$ cat src/rtl/bus_requester.sv
// bus_requester: client side of the two-way req/gnt arbiter. It takes a job of
// `len` beats, raises req and counts one beat per granted XFER cycle. If the
// grant drops mid-burst, it re-arbitrates and resumes. Every job ends with a
// one-cycle RELEASE gap with req low. req/busy are decoded from registered
// state only, because the arbiter drives gnt combinationally from req.
module bus_requester #(
  parameter int LEN_W   = 4,
  parameter int TIMEOUT = 15,
  parameter int TO_W    = 5
) (
  input  logic             clk,
  input  logic             rst,
  input  logic             start,
  input  logic [LEN_W-1:0] len,
  input  logic             gnt,
  output logic             req,
  output logic             busy,
  output logic             beat_valid,
  output logic [LEN_W-1:0] beat_cnt,
  output logic             done,
  output logic             timeout_err
);

  typedef enum logic [1:0] {
    S_IDLE    = 2'd0,
    S_REQ     = 2'd1,
    S_XFER    = 2'd2,
    S_RELEASE = 2'd3
  } state_t;

  // Wait-counter value on the last tolerated ungranted REQ cycle.
  // It is unused when TIMEOUT is 0.
  localparam logic [TO_W-1:0] TO_LAST = (TIMEOUT == 0) ? '0 : TO_W'(TIMEOUT - 1);

  state_t           r_state;
  state_t           w_next;
  logic [LEN_W-1:0] r_remaining;
  logic [LEN_W-1:0] r_beat_cnt;
  logic [TO_W-1:0]  r_wait;
  logic             r_done;
  logic             r_timeout;

  logic w_accept;
  logic w_len_zero;
  logic w_timeout_hit;
  logic w_last_beat;

  assign w_accept      = (r_state == S_IDLE) && start;
  assign w_len_zero    = (len == '0);
  assign w_timeout_hit = (TIMEOUT != 0) && (r_state == S_REQ) && !gnt && (r_wait == TO_LAST);
  assign w_last_beat   = (r_state == S_XFER) && gnt && (r_remaining == LEN_W'(1));

  // State register; active-low synchronous reset returns to IDLE.
  always_ff @(posedge clk) begin
    if (!rst) r_state <= S_IDLE;
    else      r_state <= w_next;
  end

  // Next-state decode.
  always_comb begin
    w_next = r_state;
    case (r_state)
      S_IDLE: begin
        if (w_accept) w_next = w_len_zero ? S_RELEASE : S_REQ;
      end
      S_REQ: begin
        if (gnt)                w_next = S_XFER;
        else if (w_timeout_hit) w_next = S_RELEASE;
      end
      S_XFER: begin
        if (!gnt)             w_next = S_REQ;
        else if (w_last_beat) w_next = S_RELEASE;
      end
      S_RELEASE: w_next = S_IDLE;
      default:   w_next = S_IDLE;
    endcase
  end

  // Job bookkeeping: beat counters, wait counter and the registered done/timeout pulses.
  always_ff @(posedge clk) begin
    if (!rst) begin
      r_remaining <= '0;
      r_beat_cnt  <= '0;
      r_wait      <= '0;
      r_done      <= 1'b0;
      r_timeout   <= 1'b0;
    end else begin
      r_done    <= 1'b0;
      r_timeout <= 1'b0;
      case (r_state)
        S_IDLE: begin
          if (w_accept) begin
            r_remaining <= len;
            r_beat_cnt  <= '0;
            r_wait      <= '0;
            r_done      <= w_len_zero;
          end
        end
        S_REQ: begin
          if (!gnt) begin
            if (w_timeout_hit) begin
              r_timeout   <= 1'b1;
              r_remaining <= '0;
            end else begin
              r_wait <= r_wait + TO_W'(1);
            end
          end
        end
        S_XFER: begin
          if (gnt) begin
            r_remaining <= r_remaining - LEN_W'(1);
            r_beat_cnt  <= r_beat_cnt + LEN_W'(1);
            r_done      <= w_last_beat;
          end else begin
            // Grant lost mid-burst: re-arbitrate with a fresh timeout window.
            r_wait <= '0;
          end
        end
        default: ;
      endcase
    end
  end

  // Output decode: req/busy from state only; beat_valid also qualifies on gnt.
  always_comb begin
    req        = (r_state == S_REQ) || (r_state == S_XFER);
    busy       = (r_state != S_IDLE);
    beat_valid = (r_state == S_XFER) && gnt;
  end

  assign beat_cnt    = r_beat_cnt;
  assign done        = r_done;
  assign timeout_err = r_timeout;

endmodule

$ cat config.mk
export PLATFORM = sky130hd
export DESIGN_NAME = bus_requester
export DESIGN_NICKNAME = d
export VERILOG_FILES = /design/src/rtl/bus_requester.sv
export SDC_FILE = /design/constraint.sdc
export NUM_CORES = 1
export LEC_CHECK = 0
export CAP_MARGIN = 20
export CORE_ASPECT_RATIO = 1.1
export CORE_UTILIZATION = 52
export CTS_CLUSTER_DIAMETER = 40
export DETAILED_ROUTE_END_ITERATION = 16
export PLACE_DENSITY = 0.78
export SLEW_MARGIN = 15
export SYNTH_ARGS = -nofsm -noshare
export SYNTH_HDL_FRONTEND = slang
export SYNTH_SLANG_ARGS = --single-unit
$ cat constraint.sdc
create_clock -name clk -period 1.9 [get_ports clk]
set_input_delay 0.38 -clock clk [delete_from_list [all_inputs] [get_ports clk]]
set_output_delay 0.38 -clock clk [all_outputs]
set_load 0.05 [all_outputs]
==> results by group <==
Critical path
  – Worst path arrival time: 1450 ps
  – Critical-path top delay cell: dfxtp_4
  – Buffers & Inverters on Critical Path: 4
  – Worst-path cell chain: inv_1 > ha_1 > buf_4 > nand2_2 > inv_2 > buf_12
  – CP delay by family, top: buffers and inverters
  – Worst Path Required: 1520 ps
  – Endpoint type of the worst setup path: output port
  – Critical path startpoint category: register
  – CP max stage delay: 380 ps
  – Setup Crit Path Kind: register to output port
  – Crit-path max FO: 6

Layout
  – Non-Filler Instances: 185
  – Fin util: 70.5%
  – Antenna diodes: 0
  – Layout cells sized above 1: 22.3%
  – Most frequent cells in the layout: a21oi_1, dfxtp_1, buf_4, inv_1
  – Nets: 175
  – Area growth syn-to-layout: 29.0%

Place
  – Setup WS pre-CTS: -43.9 ps
  – Inst Count DP: 181
  – Dpl hpwl: 1920 µm
  – GPL Wtd Cong: 0.871
  – PortBufs: 16

Clock network
  – Post-CTS Setup Inserts: 0
  – Longest Clk Path Bufs: 2
  – Clk_lat worst skew: 310 ps
  – Max H-tree Level: 1
  – CTS tree: done
  – CTS root buffer: clkbuf_4
  – Number of buffers created by CTS: 3
  – Clk slew on worst S/H paths: 110 ps
  – CTS Sinks: 17

Global route
  – Vias in the first global route: 998
  – Met3 Track Usage GR: 4.40%
  – Total congestion overflow: 0
  – First-pass GRT wire length: 4160 µm
  – Most crowded layer after global routing: met2
  – Met2 usage: 40.7%
  – Initial antenna violation count: 0
  – Largest net degree at the start of global routing: 17
  – Met1 Resource Use GR: 29.2%
  – GRT Total Usage: 24.6%

Synthesis
  – Yosys reg bits: 17
  – Net Count, Synth: 144
  – Cell Area, Synth: 1090 µm²
  – Largest family of logic cells by synthesized area: simple AND/OR/NAND/NOR gates
  – Synth Warn #: 0
  – Yosys cell types: 37
  – Post-Synthesis Cells: 127
  – Ys async rst share: 0%
  – Post-Synth Simple-Gate Area: 26.1%
  – Synth Area in Compound Gates: 22.8%
  – Ys flop type: dfxtp_1
  – Synth Area per Inst: 8.60 µm²
  – Mux share of post-synthesis cell area: 1.03%
  – Synth Area in XOR/XNOR: 1.60%
  – Register area share after synthesis: 31.2%
  – Synth Area in Adders: 10.3%
  – EDFF count, synth: 0

Power
  – Total chip power: 2.05 mW
  – Power Dens Cells: 1460 nW/µm²
  – P_leak: 0.574 nW
  – Maximum vdd drop: 0.00127 V

Detailed routing
  – DR pass1 iterations: 6
  – Drt drc: 0
  – Vias: 1053
  – Avg Vias per Cell: 5.69
  – Routed WL: 2480 µm
  – Antenna Nets Post-Route: 0
  – Iteration-0 DRC Markers: 28
  – Routed WL per cell: 13.4 µm

Floorplan
  – Full die area: 2290 µm²
  – Core area: 2000 µm²
  – Die width: 45.7 µm
  – Io pins: 17
  – Rows: 17
  – Initial cell density of the core: 54.6%
  – Die Ht: 50.1 µm

STA
  – Min Tclk post-route: 1830 ps
  – Final setup viols: 0
  – Fmax: 545 MHz
  – Final Cycle Share: 96.5%
  – Hold Fails Final Rpt: 0
  – Fin. max-slew vios: 0
  – Final WS setup: 66.5 ps
  – Hold WS: 517 ps
  – Relative slew slack: 65.7%
  – Least-Margin Pin Slew: 514 ps
  – Clock Skew: 7.31 ps

Worst hold path
  – Hold crit path type: register to register

Run
  – Max-Cap Viols: 0

Status
  – Outcome: completed
## worst paths after layout
path	start	end	slack (ps)	cells past startpoint
worst max register to register	r_wait[0]	r_wait[2]	200	6
worst min register to register	beat_cnt[2]	beat_cnt[2]	520	2
worst max-delay path	r_state[0]	beat_valid	70	6
worst min-delay path	beat_cnt[2]	beat_cnt[2]	520	2
## flip-flops by register name (all words and copies together) (netlist names)
signal	count
r_remaining	4
done	1
beat_cnt	4
r_state	2
r_wait	5
timeout_err	1
## cells by family (layout without fill, tap and decap cells)
family                     count (synthesis)  in the layout
AOI/OAI and AO/OA                         37             37
muxes                                      1              1
DFF                                       17             17
adders and majority gates                  9              9
and+or+nand+nor                           47             47
xor gates and xnor gates                   2              2
buffers and inverters                     14             44
## metrics by stage
stage	instance area, µm²	setup TNS [ps]
floorplan	1090	0
global placement	1370	0
detailed placement	1370	-89.8
CTS	1400	0
global route	1410	-0.777
finish	1410	0
## cell usage after synthesis, drive strengths merged (3+ instances only)
library cell	number	area share, %
nor3	6	3.8
nand2	9	3.1
a21oi	16	7.3
nand3	7	3.2
nor4	4	3.7
o31ai	3	2.1
o21ai	4	2.2
a311oi	5	4.0
a2bb2oi	3	3.0
dfxtp	17	31
nor2	9	3.1
inv	11	3.8
ha	9	10
nand2b	3	1.7
## layout make-up
type	count	area, µm²
clock inverters	1	5.00
multi-input cells	96	678
flip-flops and latches	17	344
inverters	11	41.3
clock buffers	3	22.5
fillers	179	591
repair buffers	29	283
well taps	28	35.0
## power by group
part           internal [mW]  total, mW  switching, mW  leakage [nW]
Combinational          0.634       1.34          0.706         0.417
Sequential             0.434      0.508         0.0734         0.139
Clock                 0.0787      0.207          0.128        0.0177
Total                   1.15       2.05          0.907         0.574
## layer usage
layer  vias up  wire length, µm
li1        530                -
met1       483             1050
met2        33             1270
met3         7               95
met4         0               64
met5         -                0
## worst register-to-register path: stages, from the launching register on
cell and delay, ps:
dfxtp_1 390, inv_1 80, ha_1 220, and4b_4 220, nor4_4 360, a21oi_1 110
a311oi_1 240
## what timing repair did
action / CTS / global route
gates resized for setup: 1 / 4
hold buffers: 0 / 0
setup endpoints to repair: 1 / 2
No activity file was read; power rests on OpenSTA's default activity.
